[src/rtl/fi_bi_pkg.sv]
// Shared definitions for the FI/BI block path: width defaults, descriptor packing
// {FDSSI, SSI, STI, CNT} (MSB to LSB) and the read sequencer state encoding.
package fi_bi_pkg;

    localparam int unsigned DEF_LANES_LOG2      = 2;
    localparam int unsigned DEF_FDSSI_WIDTH     = 12;
    localparam int unsigned DEF_SSI_WIDTH       = 8;
    localparam int unsigned DEF_STI_WIDTH       = 8;
    localparam int unsigned DEF_CNT_WIDTH       = 8;
    localparam int unsigned DEF_LANE_ADDR_WIDTH = 12;
    localparam int unsigned DEF_INFO_WIDTH      =
        DEF_FDSSI_WIDTH + DEF_SSI_WIDTH + DEF_STI_WIDTH + DEF_CNT_WIDTH;

    localparam int unsigned CNT_LSB   = 0;
    localparam int unsigned STI_LSB   = CNT_LSB + DEF_CNT_WIDTH;
    localparam int unsigned SSI_LSB   = STI_LSB + DEF_STI_WIDTH;
    localparam int unsigned FDSSI_LSB = SSI_LSB + DEF_SSI_WIDTH;

    typedef logic [DEF_INFO_WIDTH-1:0] info_t;

    typedef enum logic [0:0] {
        StIdle,
        StIssue
    } seq_state_e;

    function automatic logic [DEF_FDSSI_WIDTH-1:0] info_fdssi(input info_t info);
        return info[FDSSI_LSB +: DEF_FDSSI_WIDTH];
    endfunction

    function automatic logic [DEF_SSI_WIDTH-1:0] info_ssi(input info_t info);
        return info[SSI_LSB +: DEF_SSI_WIDTH];
    endfunction

    function automatic logic [DEF_STI_WIDTH-1:0] info_sti(input info_t info);
        return info[STI_LSB +: DEF_STI_WIDTH];
    endfunction

    function automatic logic [DEF_CNT_WIDTH-1:0] info_cnt(input info_t info);
        return info[CNT_LSB +: DEF_CNT_WIDTH];
    endfunction

    // A zero count is the wrapped encoding of a full 2**CNT_WIDTH beat block.
    function automatic logic [DEF_CNT_WIDTH:0] info_beats(input info_t info);
        logic [DEF_CNT_WIDTH-1:0] cnt;
        cnt = info_cnt(info);
        return (cnt == '0) ? {1'b1, cnt} : {1'b0, cnt};
    endfunction

endpackage

[src/rtl/fi_bi_block_read_sequencer_if.sv]
// Descriptor-in / read-command-out bundle of the block read sequencer.
// master: the sequencer side; slave: descriptor FIFOs plus data buffer side.
interface fi_bi_block_read_sequencer_if #(
    parameter int unsigned LANES_LOG2      = fi_bi_pkg::DEF_LANES_LOG2,
    parameter int unsigned FDSSI_WIDTH     = fi_bi_pkg::DEF_FDSSI_WIDTH,
    parameter int unsigned SSI_WIDTH       = fi_bi_pkg::DEF_SSI_WIDTH,
    parameter int unsigned STI_WIDTH       = fi_bi_pkg::DEF_STI_WIDTH,
    parameter int unsigned CNT_WIDTH       = fi_bi_pkg::DEF_CNT_WIDTH,
    parameter int unsigned INFO_WIDTH      = fi_bi_pkg::DEF_INFO_WIDTH,
    parameter int unsigned LANE_ADDR_WIDTH = fi_bi_pkg::DEF_LANE_ADDR_WIDTH
) ();

    localparam int unsigned LANES = 2 ** LANES_LOG2;

    logic [LANES-1:0]                       s_info_tvalid;
    logic [LANES-1:0]                       s_info_tready;
    logic [LANES*INFO_WIDTH-1:0]            s_info;

    logic                                   m_rd_valid;
    logic                                   m_rd_ready;
    logic [LANES_LOG2+LANE_ADDR_WIDTH-1:0]  m_rd_addr;
    logic                                   m_rd_last;
    logic [LANES_LOG2-1:0]                  m_rd_lane;
    logic [FDSSI_WIDTH-1:0]                 m_rd_fdssi;
    logic [SSI_WIDTH-1:0]                   m_rd_ssi;
    logic [STI_WIDTH-1:0]                   m_rd_sti;
    logic [CNT_WIDTH-1:0]                   m_rd_beat;
    logic                                   busy;

    modport master (
        input  s_info_tvalid, s_info, m_rd_ready,
        output s_info_tready, m_rd_valid, m_rd_addr, m_rd_last, m_rd_lane,
        output m_rd_fdssi, m_rd_ssi, m_rd_sti, m_rd_beat, busy
    );

    modport slave (
        output s_info_tvalid, s_info, m_rd_ready,
        input  s_info_tready, m_rd_valid, m_rd_addr, m_rd_last, m_rd_lane,
        input  m_rd_fdssi, m_rd_ssi, m_rd_sti, m_rd_beat, busy
    );

endinterface

[src/rtl/fi_bi_rr_arbiter.sv]
// Combinational round-robin arbiter: first requesting lane at or above rr_ptr,
// wrapping, reported as a one-hot grant and an encoded index.
module fi_bi_rr_arbiter #(
    parameter int unsigned LANES_LOG2 = fi_bi_pkg::DEF_LANES_LOG2
) (
    input  logic [2**LANES_LOG2-1:0] req,
    input  logic [LANES_LOG2-1:0]    rr_ptr,
    output logic [2**LANES_LOG2-1:0] grant,
    output logic [LANES_LOG2-1:0]    grant_idx,
    output logic                     grant_valid
);

    localparam int unsigned LANES = 2 ** LANES_LOG2;

    logic [LANES_LOG2-1:0] cand;

    always_comb begin
        grant       = '0;
        grant_idx   = '0;
        grant_valid = 1'b0;
        cand        = '0;
        for (int unsigned off = 0; off < LANES; off++) begin
            cand = rr_ptr + LANES_LOG2'(off);
            if (!grant_valid && req[cand]) begin
                grant_valid = 1'b1;
                grant_idx   = cand;
                grant[cand] = 1'b1;
            end
        end
    end

endmodule

[src/rtl/fi_bi_block_read_sequencer.sv]
// Pops one block descriptor at a time from the per-lane FIFOs and expands it into a
// beat-by-beat read command stream, tracking each lane's read pointer in the buffer.
module fi_bi_block_read_sequencer
    import fi_bi_pkg::*;
#(
    parameter int unsigned LANES_LOG2      = DEF_LANES_LOG2,
    parameter int unsigned FDSSI_WIDTH     = DEF_FDSSI_WIDTH,
    parameter int unsigned SSI_WIDTH       = DEF_SSI_WIDTH,
    parameter int unsigned STI_WIDTH       = DEF_STI_WIDTH,
    parameter int unsigned CNT_WIDTH       = DEF_CNT_WIDTH,
    parameter int unsigned INFO_WIDTH      = DEF_INFO_WIDTH,
    parameter int unsigned LANE_ADDR_WIDTH = DEF_LANE_ADDR_WIDTH
) (
    input  logic                         clk,
    input  logic                         rst,
    fi_bi_block_read_sequencer_if.master bus
);

    localparam int unsigned LANES      = 2 ** LANES_LOG2;
    localparam int unsigned ADDR_WIDTH = LANES_LOG2 + LANE_ADDR_WIDTH;

    typedef logic [LANE_ADDR_WIDTH-1:0] ptr_t;

    seq_state_e              state_q, state_d;
    logic [LANES_LOG2-1:0]   rr_ptr_q, rr_ptr_d;
    ptr_t                    ptr_q [LANES];
    ptr_t                    ptr_d [LANES];
    logic [LANES_LOG2-1:0]   lane_q, lane_d;
    logic [FDSSI_WIDTH-1:0]  fdssi_q, fdssi_d;
    logic [SSI_WIDTH-1:0]    ssi_q, ssi_d;
    logic [STI_WIDTH-1:0]    sti_q, sti_d;
    logic [CNT_WIDTH-1:0]    beat_q, beat_d;
    logic [CNT_WIDTH:0]      beats_left_q, beats_left_d;
    logic [ADDR_WIDTH-1:0]   addr_q, addr_d;
    logic                    last_q, last_d;

    logic [LANES-1:0]        grant;
    logic [LANES_LOG2-1:0]   grant_idx;
    logic                    grant_valid;
    logic [LANES-1:0]        tready;
    logic [INFO_WIDTH-1:0]   sel_info;
    logic [CNT_WIDTH:0]      sel_beats;
    ptr_t                    ptr_next;

    fi_bi_rr_arbiter #(
        .LANES_LOG2(LANES_LOG2)
    ) u_arb (
        .req        (bus.s_info_tvalid),
        .rr_ptr     (rr_ptr_q),
        .grant      (grant),
        .grant_idx  (grant_idx),
        .grant_valid(grant_valid)
    );

    assign sel_info  = bus.s_info[grant_idx*INFO_WIDTH +: INFO_WIDTH];
    assign sel_beats = info_beats(sel_info);
    assign ptr_next  = ptr_q[lane_q] + 1'b1;

    always_comb begin
        state_d      = state_q;
        rr_ptr_d     = rr_ptr_q;
        ptr_d        = ptr_q;
        lane_d       = lane_q;
        fdssi_d      = fdssi_q;
        ssi_d        = ssi_q;
        sti_d        = sti_q;
        beat_d       = beat_q;
        beats_left_d = beats_left_q;
        addr_d       = addr_q;
        last_d       = last_q;
        tready       = '0;

        unique case (state_q)
            StIdle: begin
                // The grant only exists for a valid lane, so tready here is the handshake.
                tready = grant;
                if (grant_valid) begin
                    lane_d       = grant_idx;
                    fdssi_d      = info_fdssi(sel_info);
                    ssi_d        = info_ssi(sel_info);
                    sti_d        = info_sti(sel_info);
                    beats_left_d = sel_beats;
                    beat_d       = '0;
                    addr_d       = {grant_idx, ptr_q[grant_idx]};
                    last_d       = (sel_beats == (CNT_WIDTH+1)'(1));
                    state_d      = StIssue;
                end
            end
            StIssue: begin
                if (bus.m_rd_ready) begin
                    ptr_d[lane_q] = ptr_next;
                    beat_d        = beat_q + 1'b1;
                    beats_left_d  = beats_left_q - 1'b1;
                    addr_d        = {lane_q, ptr_next};
                    last_d        = (beats_left_q == (CNT_WIDTH+1)'(2));
                    if (last_q) begin
                        rr_ptr_d = lane_q + 1'b1;
                        state_d  = StIdle;
                    end
                end
            end
            default: state_d = StIdle;
        endcase
    end

    always_ff @(posedge clk or posedge rst) begin
        if (rst) begin
            state_q      <= StIdle;
            rr_ptr_q     <= '0;
            for (int i = 0; i < LANES; i++) begin
                ptr_q[i] <= '0;
            end
            lane_q       <= '0;
            fdssi_q      <= '0;
            ssi_q        <= '0;
            sti_q        <= '0;
            beat_q       <= '0;
            beats_left_q <= '0;
            addr_q       <= '0;
            last_q       <= 1'b0;
        end else begin
            state_q      <= state_d;
            rr_ptr_q     <= rr_ptr_d;
            ptr_q        <= ptr_d;
            lane_q       <= lane_d;
            fdssi_q      <= fdssi_d;
            ssi_q        <= ssi_d;
            sti_q        <= sti_d;
            beat_q       <= beat_d;
            beats_left_q <= beats_left_d;
            addr_q       <= addr_d;
            last_q       <= last_d;
        end
    end

    assign bus.s_info_tready = tready;
    assign bus.m_rd_valid    = (state_q == StIssue);
    assign bus.busy          = (state_q == StIssue);
    assign bus.m_rd_addr     = addr_q;
    assign bus.m_rd_last     = last_q;
    assign bus.m_rd_lane     = lane_q;
    assign bus.m_rd_fdssi    = fdssi_q;
    assign bus.m_rd_ssi      = ssi_q;
    assign bus.m_rd_sti      = sti_q;
    assign bus.m_rd_beat     = beat_q;

endmodule

[src/flat_wrapper.sv]
// flat-port wrapper written by rule: the top's interface ports become plain ports
module fi_bi_block_read_sequencer_flat import fi_bi_pkg::*;
#(
    parameter int unsigned LANES_LOG2      = DEF_LANES_LOG2,
    parameter int unsigned FDSSI_WIDTH     = DEF_FDSSI_WIDTH,
    parameter int unsigned SSI_WIDTH       = DEF_SSI_WIDTH,
    parameter int unsigned STI_WIDTH       = DEF_STI_WIDTH,
    parameter int unsigned CNT_WIDTH       = DEF_CNT_WIDTH,
    parameter int unsigned INFO_WIDTH      = DEF_INFO_WIDTH,
    parameter int unsigned LANE_ADDR_WIDTH = DEF_LANE_ADDR_WIDTH
)
  (clk, rst, bus_s_info_tvalid, bus_s_info, bus_m_rd_ready, bus_s_info_tready, bus_m_rd_valid, bus_m_rd_addr, bus_m_rd_last, bus_m_rd_lane, bus_m_rd_fdssi, bus_m_rd_ssi, bus_m_rd_sti, bus_m_rd_beat, bus_busy);
  fi_bi_block_read_sequencer_if #(.LANES_LOG2(LANES_LOG2), .FDSSI_WIDTH(FDSSI_WIDTH), .SSI_WIDTH(SSI_WIDTH), .STI_WIDTH(STI_WIDTH), .CNT_WIDTH(CNT_WIDTH), .INFO_WIDTH(INFO_WIDTH), .LANE_ADDR_WIDTH(LANE_ADDR_WIDTH)) bus_i ();
  input  logic clk;
  input  logic rst;
  input wire logic [$bits(bus_i.s_info_tvalid)-1:0] bus_s_info_tvalid;
  input wire logic [$bits(bus_i.s_info)-1:0] bus_s_info;
  input wire logic [$bits(bus_i.m_rd_ready)-1:0] bus_m_rd_ready;
  output wire logic [$bits(bus_i.s_info_tready)-1:0] bus_s_info_tready;
  output wire logic [$bits(bus_i.m_rd_valid)-1:0] bus_m_rd_valid;
  output wire logic [$bits(bus_i.m_rd_addr)-1:0] bus_m_rd_addr;
  output wire logic [$bits(bus_i.m_rd_last)-1:0] bus_m_rd_last;
  output wire logic [$bits(bus_i.m_rd_lane)-1:0] bus_m_rd_lane;
  output wire logic [$bits(bus_i.m_rd_fdssi)-1:0] bus_m_rd_fdssi;
  output wire logic [$bits(bus_i.m_rd_ssi)-1:0] bus_m_rd_ssi;
  output wire logic [$bits(bus_i.m_rd_sti)-1:0] bus_m_rd_sti;
  output wire logic [$bits(bus_i.m_rd_beat)-1:0] bus_m_rd_beat;
  output wire logic [$bits(bus_i.busy)-1:0] bus_busy;
  assign bus_i.s_info_tvalid = bus_s_info_tvalid;
  assign bus_i.s_info = bus_s_info;
  assign bus_i.m_rd_ready = bus_m_rd_ready;
  assign bus_s_info_tready = bus_i.s_info_tready;
  assign bus_m_rd_valid = bus_i.m_rd_valid;
  assign bus_m_rd_addr = bus_i.m_rd_addr;
  assign bus_m_rd_last = bus_i.m_rd_last;
  assign bus_m_rd_lane = bus_i.m_rd_lane;
  assign bus_m_rd_fdssi = bus_i.m_rd_fdssi;
  assign bus_m_rd_ssi = bus_i.m_rd_ssi;
  assign bus_m_rd_sti = bus_i.m_rd_sti;
  assign bus_m_rd_beat = bus_i.m_rd_beat;
  assign bus_busy = bus_i.busy;
  fi_bi_block_read_sequencer #(.LANES_LOG2(LANES_LOG2), .FDSSI_WIDTH(FDSSI_WIDTH), .SSI_WIDTH(SSI_WIDTH), .STI_WIDTH(STI_WIDTH), .CNT_WIDTH(CNT_WIDTH), .INFO_WIDTH(INFO_WIDTH), .LANE_ADDR_WIDTH(LANE_ADDR_WIDTH)) u_core (.clk(clk), .rst(rst), .bus(bus_i));
endmodule
[config.mk]
export PLATFORM = sky130hd
export DESIGN_NAME = fi_bi_block_read_sequencer_flat
export DESIGN_NICKNAME = d
export VERILOG_FILES = /design/src/rtl/fi_bi_pkg.sv /design/src/rtl/fi_bi_block_read_sequencer_if.sv /design/src/rtl/fi_bi_rr_arbiter.sv /design/src/rtl/fi_bi_block_read_sequencer.sv /design/src/flat_wrapper.sv
export SDC_FILE = /design/constraint.sdc
export NUM_CORES = 1
export LEC_CHECK = 0
export CORE_ASPECT_RATIO = 0.8
export CORE_MARGIN = 10
export CORE_UTILIZATION = 28
export DETAILED_ROUTE_END_ITERATION = 16
export SLEW_MARGIN = 20
export SYNTH_ARGS = -nofsm -noshare
export SYNTH_HDL_FRONTEND = slang
export SYNTH_SLANG_ARGS = --single-unit
[constraint.sdc]
create_clock -name clk -period 4 [get_ports clk]
set_clock_uncertainty 0.2 [all_clocks]
set_input_delay 0.8 -clock clk [delete_from_list [all_inputs] [get_ports clk]]
set_output_delay 0.8 -clock clk [all_outputs]
set_load 0.02 [all_outputs]
==> results of run 1 <==
## cell usage in the layout (no fill, tap or decap), drive strengths merged, types with 2 or more instances in the layout
master,count
a221oi,4
and2,2
nor3,4
nand2b,8
clkbuf,26
ha,16
clkdlybuf4s50,205
nand4,3
buf,48
or3,2
a21oi,21
mux4,21
xor2,7
a31oi,5
a32oi,2
dfrtp,113
mux2,8
a22oi,5
nor2b,3
bufinv,5
a21o,2
clkinv,3
nand3,131
nor2,34
and3,3
clkinvlp,3
mux2i,10
o21ai,75
xnor2,6
inv,7
nand2,296
o31ai,2
## how the worst max path moves through the flow
stage,start,end
2_1_floorplan,rst,u_core.beats_left_q[0]
4_1_cts,bus_s_info_tvalid[2],bus_s_info_tready[3]
5_1_grt,u_core.rr_ptr_q[0],bus_s_info_tready[2]
3_5_place_dp,bus_s_info_tvalid[2],bus_s_info_tready[3]
6_report,bus_s_info_tvalid[2],bus_s_info_tready[0]
3_3_place_gp,bus_s_info_tvalid[3],bus_s_info_tready[3]
## logic make-up after synthesis
| group | share of synthesized area, % |
|---|---|
| AOI/OAI and AO/OA | 10.3 |
| muxes | 9.65 |
| xor gates and xnor gates | 1.66 |
| and+or+nand+nor | 30.2 |
| adders and majority gates | 2.91 |
| buffers and inverters | 4.15 |
| DFF | 41.1 |
## per-layer routing
metal	vias to the layer above	part of all wire, %	global-route usage, %	routed length (um)
li1	3391	-	-	-
met5	-	0	0	0
met4	0	1.2	3.26	295
met1	3283	45	20.0	11300
met3	20	5.0	3.81	1240
met2	190	49	25.4	12100
## what timing repair did
action / 4_1_cts / 5_1_grt
endpoints found under the hold margin: 0 / 0
setup endpoints to repair: 4 / 4
hold buffers: 0 / 0
gates resized for setup: 5 / 9
gates cloned: 0 / 0
## cells in the mapped netlist (8+ instances only)
master	n
a21oi_1	21
buf_2	9
clkbuf_1	43
dfrtp_1	113
ha_1	16
mux2i_1	10
mux4_2	21
nand2_1	296
nand2b_1	8
nand3_1	131
nor2_1	34
o21ai_0	44
o21ai_1	30
## area by class of cell
class                   count  share of cell area, %
clock buffers              22                   4.46
clock inverters            10                   1.79
inverters                   8                  0.319
multi-input cells         682                   37.3
flip-flops and latches    113                   27.8
well taps                 318                   3.90
repair buffers            257                   24.5
## state kept, by name, indices dropped and copies added (netlist names), 2 cells and up
register	count
u_core.bus.m_rd_addr	14
u_core.beats_left_q	9
u_core.bus.m_rd_fdssi	12
u_core.bus.m_rd_ssi	8
u_core.ptr_q	48
u_core.rr_ptr_q	2
u_core.bus.m_rd_lane	2
u_core.bus.m_rd_beat	8
u_core.bus.m_rd_sti	8
## stage by stage
step	hold slack, ns	util [%]
after global placement	0.258	39.4
after CTS	0.275	42.1
after global routing	0.293	42.0
after floorplan	0.266	-
after detailed placement	0.262	39.4
final	0.269	42.0
## power groups by stage
stage / Combinational, uW / Clock (uW) / Sequential, uW
finish: 4780 / 1660 / 1830
detailed placement: 4790 / 0 / 1840
global placement: 4760 / 0 / 1830
floorplan: 2680 / 0 / 2050
global route: 5260 / 1740 / 1890
CTS: 4830 / 1690 / 1830
## worst max-delay path, delay by kind of cell
family | cells | cell delay (ns)
AOI/OAI and AO/OA | 1 | 0.10
and+or+nand+nor | 3 | 0.76
muxes | 1 | 0.50
buffers and inverters | 2 | 0.66
==> run metrics, run 1 <==
total power between 8000 and 9000 uW; Critical Path Start Type input port; worst-path maximum fanout 4; Synth area leaders dfrtp_1 (41%), nand2_1 (16%), nand3_1 (9.5%); Post-DRT Antenna Nets 0; diode count 0; Ports 210; vias in the first global route between 6000 and 7000; Total GRT Usage between 10% and 20%; Setup crit end kind output port; cell depth of the worst flop-to-flop path 13; post-layout instance area about 10000 um^2; Synth warnings 0; fin nets 1246; Pre-Repair DR Iteration Count 7; fill cell total of the finished layout between 2000 and 2500; WL final about 25000 um; Die Footprint 31300 um^2; Pint about 4600 uW; Synth Register Bits about 110; sw frac approximately 44%; CTS Buf Count 17; via count a little under 7000; Multi-input gate area 3800 um^2; hold crit path type flop to flop; Crit-path slowest cell mux4_2; CP Cell Sequence clkdlybuf4s50_1 > mux4_2 > or3_1 > nor2b_2 > a221oi_1 > nor2_1 > clkbuf_2; CP max stage delay 0.50 ns; cell accounting for the most synthesized area dfrtp_1; ys async rst share 100%; Root Driver clkbuf_16; Clock Tree Buf Depth 2; Critical Path AT 2.82 ns; Initial Util around 28%; largest net degree at the start of global routing 58; unrepaired setup endpoints after global routing no; Final Hold Viols 0; sequential cell area fraction in the yosys report 41.1%; Comb power frac between 50% and 60%; hold path endpoint u_core.bus.m_rd_sti[3]; main flop type after synthesis dfrtp_1; GRT overflow 0; clk_lat worst skew about 0.41 ns; port bufs approximately 210; Final Wtd Congestion approximately 0.84; Tcrit/Tclk final 95.5%; core footprint around 24000 um^2; residual DRC count 0; clk slew on worst S/H paths about 0.050 ns; critical setup path kind input port to output port; htree depth 4; P_sw about 3700 uW; CP Data Required Time around 3 ns; Post-Layout Cell Count 1410; Final HPWL DP between 15000 and 20000 um; setup ws final ~0.18 ns; EDFF count, synth 0; Place WS -0.328 ns; Post-Syn Instances between 800 and 900; final setup TNS 0 ns; Register Area about 2800 um^2; clock network power share roughly 20%; Cell Rows 51; maxcap violations 0; Placed Instances around 1400; r2r setup slk around 0.38 ns; Worst slew margin roughly half; Distinct cells, synth 47; initial antenna violation count 0; Area Growth Syn to Fin 48.2%; leak pwr 0.00439 uW; hold wc startpoint u_core.bus.m_rd_sti[3]; endpoints failing setup 0; status finished clean; Pwr per Cell Area about 810 nW/um^2; Post-Syn Nets 1028; worst vdd ir 642 uV; cell area after synthesis between 6000 and 7000 um^2; average size of a mapped cell between 7 and 8 um^2; Die Height 160 um; post-CTS setup buffers 0; Reg-to-Reg Start u_core.rr_ptr_q[1]; Yosys top cell area share a little over 40%; Worst R2R End u_core.bus.m_rd_addr[8]; layout cells sized above 1 a little over a tenth; Slew Limit Fails 0; Worst Tran Pin Value roughly 0.72 ns; global-route wire length before repair around 39000 um; Final min period between 3 and 4 ns; via-per-instance ratio 4.88; DRT iter0 DRCs 570; CTS sink cnt 113; CTS tree built; Die X slightly below 200 um; FMAX 0.262 GHz; Post-DP Area approximately 9600 um^2; post-DR wirelength/cell 17.7 um; hold path depth 2; sequential share of power 22.1%
Note: power is estimated with default switching activity, not from simulation.
==> run 2: changes to the inputs <==
SKIP_CTS_REPAIR_TIMING = 1   (was unset)
==> run metrics, run 2 (synthesized netlist as in run 1, its figures left out) <==
CP Data Required Time ~3 ns; vias in the first global route a little under 7000; CP Cell Sequence clkdlybuf4s50_1 > mux4_2 > or3_1 > nor2b_2 > a221oi_1 > nor2_1 > dlymetal6s2s_1; maxcap violations 0; Worst Tran Pin Value approximately 0.73 ns; clk_lat worst skew 0.42 ns; CTS Buf Count 17; Clock Tree Buf Depth 2; Total GRT Usage 15.4%; Setup crit end kind output port; Die Height roughly 160 um; P_sw about 3600 uW; Pwr per Cell Area about 800 nW/um^2; most common cell after layout, fill and taps aside nand2_1; CP max stage delay around 0.50 ns; CP bufs+invs 2; Die Footprint 31300 um^2; Ports 210; Worst slew margin around half; M2 GR Usage around a quarter; Pre-Repair DR Iteration Count 5; unrepaired setup endpoints after global routing no; CTS tree built; final setup TNS 0 ns; endpoints failing setup 0; sequential share of power about 22%; fin nets ~1200; Final Wtd Congestion roughly 0.84; via-per-instance ratio 4.89; largest net degree at the start of global routing 58; Tcrit/Tclk final a little over nine tenths; post-DR wirelength/cell 17.7 um; Largest register FFs 48; worst-path maximum fanout 4; M3 GR Usage around 3.8%; Die X 195 um; Reg with most FFs u_core.ptr_q; Cell Rows ~50; Pint around 4600 uW; Comb power frac just under 60%; global-route wire length before repair about 39000 um; CTS sink cnt between 100 and 150; FMAX roughly 0.26 GHz; Critical Path Start Type input port; leak pwr 0.00445 uW; Critical Path AT roughly 2.9 ns; sw frac roughly 44%; Crit-path slowest cell mux4_2; via count 6901; busiest grt layer met2; most frequent cells in the layout nand2_1 (296), clkdlybuf4s50_1 (205), nand3_1 (131), dfrtp_1 (113), o21ai_0 (44); post-layout instance area 10200 um^2; Slew Limit Fails 0; Post-DP Area roughly 9600 um^2; WL final roughly 25000 um; hold crit path type flop to flop; Final HPWL DP ~18000 um; layout cells sized above 1 between 10% and 20%; Post-DRT Antenna Nets 0; Initial Util 28.3%; Area Growth Syn to Fin 48.6%; Final min period 3.87 ns; total power between 8000 and 9000 uW; GRT overflow 0; clk slew on worst S/H paths around 0.050 ns; clock network power share about a fifth; Final Hold Viols 0; port bufs between 200 and 250; htree depth 4; status finished clean; residual DRC count 0; core footprint around 24000 um^2; critical setup path kind input port to output port; initial antenna violation count 0; Root Driver clkbuf_16; DRT iter0 DRCs around 570; met1 track demand over resource between 10% and 20%; worst vdd ir roughly 640 uV; diode count 0; CP delay by family, top simple AND/OR/NAND/NOR gates
run 2: final timing paths:
kind                                   startpoint                      end  slack (ns)  cells after the start
max in group asynchronous                     rst  u_core.bus.m_rd_beat[7]        2.18                      3
setup reg to reg               u_core.rr_ptr_q[0]  u_core.bus.m_rd_addr[8]        0.38                     13
setup / recovery             bus_s_info_tvalid[2]     bus_s_info_tready[3]        0.13                      7
min in group asynchronous                     rst   u_core.bus.m_rd_ssi[0]        0.66                      2
hold / removal             u_core.bus.m_rd_sti[3]   u_core.bus.m_rd_sti[3]        0.27                      2
hold reg to reg            u_core.bus.m_rd_sti[3]   u_core.bus.m_rd_sti[3]        0.27                      2
run 2: routing by layer:
metal  wire [um]  vias to the layer above
li1            -                     3390
met1       11100                     3271
met2       12200                      218
met3        1410                       22
met4         293                        0
met5           0                        -
run 2: stage by stage:
| step | hold WS (ns) | utilization (%) | setup WS [ns] | std cells |
|---|---|---|---|---|
| CTS | 0.275 | 42.1 | -0.334 | 1410 |
| floorplan | 0.266 | - | 0.0126 | 861 |
| detailed placement | 0.262 | 39.4 | -0.328 | 1378 |
| global placement | 0.258 | 39.4 | -0.241 | 1378 |
| global route | 0.293 | 42.1 | 0.0277 | 1410 |
| finish | 0.269 | 42.1 | 0.126 | 1410 |
run 2: tightest hold or removal path, cell delays in order (launching register included):
cell and delay [ns]:
dfrtp_1 0.33, nand2_1 0.05, nand2_1 0.06
run 2: area by class of cell:
class,count,area (um^2)
Fill cell,2381,14000
Multi-Input combinational cell,682,3790
Sequential cell,113,2830
Timing Repair Buffer,257,2520
Clock buffer,22,454
Tap cell,318,398
Clock inverter,10,183
Inverter,8,32.5
run 2: power groups by stage:
stage	registers (uW)	clock network [uW]	logic, uW
2_1_floorplan	2050	0	2680
3_3_place_gp	1830	0	4760
3_5_place_dp	1840	0	4790
4_1_cts	1830	1690	4830
5_1_grt	1890	1740	5260
6_report	1830	1660	4770
==> run 3: changes to the inputs <==
CORE_UTILIZATION = 40   (was 28)
PLACE_DENSITY = 0.73   (was unset)
==> run metrics, run 3 (synthesized netlist as in run 1, its figures left out) <==
Critical Path Start Type input port; Reg-to-Reg Start u_core.rr_ptr_q[0]; hold crit path type flop to flop; Worst Tran Pin Value 0.838 ns; Final min period slightly below 4 ns; largest net degree at the start of global routing between 70 and 80; Final HPWL DP 17700 um; WL final ~24000 um; Die X ~170 um; fill cell total of the finished layout 1439; Root Driver clkbuf_16; GRT overflow 0; Ports 210; Final Hold Viols 0; Tcrit/Tclk final between 90% and 100%; CP Cell Sequence clkdlybuf4s50_1 > mux4_2 > or3_1 > nor2b_2 > a221oi_1 > nor2_1 > dlymetal6s2s_1; Area Growth Syn to Fin 46.3%; vias in the first global route between 6000 and 7000; CP delay by family, top buffers and inverters; residual DRC count 0; FMAX 0.257 GHz; post-layout instance area slightly above 10000 um^2; Final Wtd Congestion ~0.89; Pwr per Cell Area a little over 800 nW/um^2; endpoints failing setup 0; layout cells sized above 1 approximately a tenth; status finished clean; setup ws final about 0.11 ns; Setup crit end kind output port; Worst slew margin 44.0%; Die Height 137 um; most frequent cells in the layout nand2_1 (296), clkdlybuf4s50_1 (205), nand3_1 (131), dfrtp_1 (113), o21ai_0 (44); Clock Tree Buf Depth 2; htree depth 4; Crit-path slowest cell mux4_2; CTS tree built; Largest register FFs between 40 and 50; worst-path maximum fanout 5; initial antenna violation count 0; met1 track demand over resource 26.7%; Core Util, Final approximately 60%; port bufs 209; CP bufs+invs 2; final setup TNS 0 ns; unrepaired setup endpoints after global routing no; Critical Path AT slightly below 3 ns; core footprint 16700 um^2; via count a little over 7000; CP Data Required Time around 3.0 ns; total power 8210 uW; M3 GR Usage under 10%; Cell Rows 42; CTS Buf Count 17; critical setup path kind input port to output port; CTS sink cnt between 100 and 150; maxcap violations 0; Register Area roughly 2800 um^2; fin nets 1244; Initial Util between 40 and 50%; Reg with most FFs u_core.ptr_q; Place WS -0.355 ns; worst vdd ir ~500 uV; clk slew on worst S/H paths 0.06 ns; crit path launch bus_s_info_tvalid[0]; CP max stage delay about 0.5 ns; Total GRT Usage between 20 and 25%; M2 GR Usage 33.5%; global-route wire length before repair approximately 38000 um; Die Footprint between 20000 and 25000 um^2; Slew Limit Fails 0; via-per-instance ratio ~5.4; Post-DP Area about 9400 um^2; Multi-input gate area 3790 um^2; Post-DRT Antenna Nets 0; clk_lat worst skew approximately 0.4 ns; DRT iter0 DRCs 609; post-DR wirelength/cell roughly 19 um; leak pwr approximately 0.0044 uW; busiest grt layer met2; most common cell after layout, fill and taps aside nand2_1; Pre-Repair DR Iteration Count 5; hold wc startpoint u_core.bus.m_rd_ssi[5]
run 3: cell count changes in the layout (fill, tap and decap cells not counted):
cell | before | now
buf_12 | 5 | 3
clkbuf_8 | 1 | 2
or2_4 | 1 | 0
clkinv_4 | 0 | 1
clkinv_2 | 2 | 3
or2_2 | 0 | 1
clkinvlp_4 | 3 | 1
clkbuf_1 | 4 | 3
diode_2 | 0 | 1
run 3: final timing paths:
check / endpoint / slack [ns] / depth (start not counted)
max in group asynchronous: u_core.ptr_q[34] / 2.20 / 3
worst min register to register: u_core.bus.m_rd_ssi[5] / 0.27 / 2
worst max register to register: u_core.beats_left_q[8] / 0.33 / 12
min in group asynchronous: u_core.bus.m_rd_ssi[3] / 0.60 / 2
worst min-delay path: u_core.bus.m_rd_ssi[5] / 0.27 / 2
worst max-delay path: bus_s_info_tready[3] / 0.11 / 7
run 3: tightest hold or removal path, stage by stage, from the launching register on:
cell and delay [ns]:
dfrtp_1 0.34, nand2_1 0.05, nand2_1 0.05
run 3: metrics by stage:
stage / hold slack, ns / instances
6_report: 0.271 / 1311
5_1_grt: 0.297 / 1310
4_1_cts: 0.276 / 1310
3_5_place_dp: 0.262 / 1278
3_3_place_gp: 0.258 / 1278
2_1_floorplan: 0.266 / 861
run 3: power breakdown:
| part | switching, uW | leakage [uW] | internal, uW |
|---|---|---|---|
| clock network | 533 | 0.000314 | 1140 |
| logic | 2780 | 0.00268 | 1930 |
| registers | 313 | 0.00145 | 1520 |
run 3: area by class of cell:
cell class              count  share of cell area [%]
flip-flops and latches    113                    28.1
repair buffers            255                    24.7
multi-input cells         682                    37.7
clock buffers              22                    4.61
clock inverters            10                    1.80
inverters                   8                   0.323
diodes                      1                  0.0249
well taps                 220                    2.74
run 3: routing by layer:
layer / routed length (um) / up-vias
li1: - / 3392
met1: 10600 / 3403
met2: 12000 / 258
met3: 1380 / 30
met4: 381 / 0
met5: 0 / -
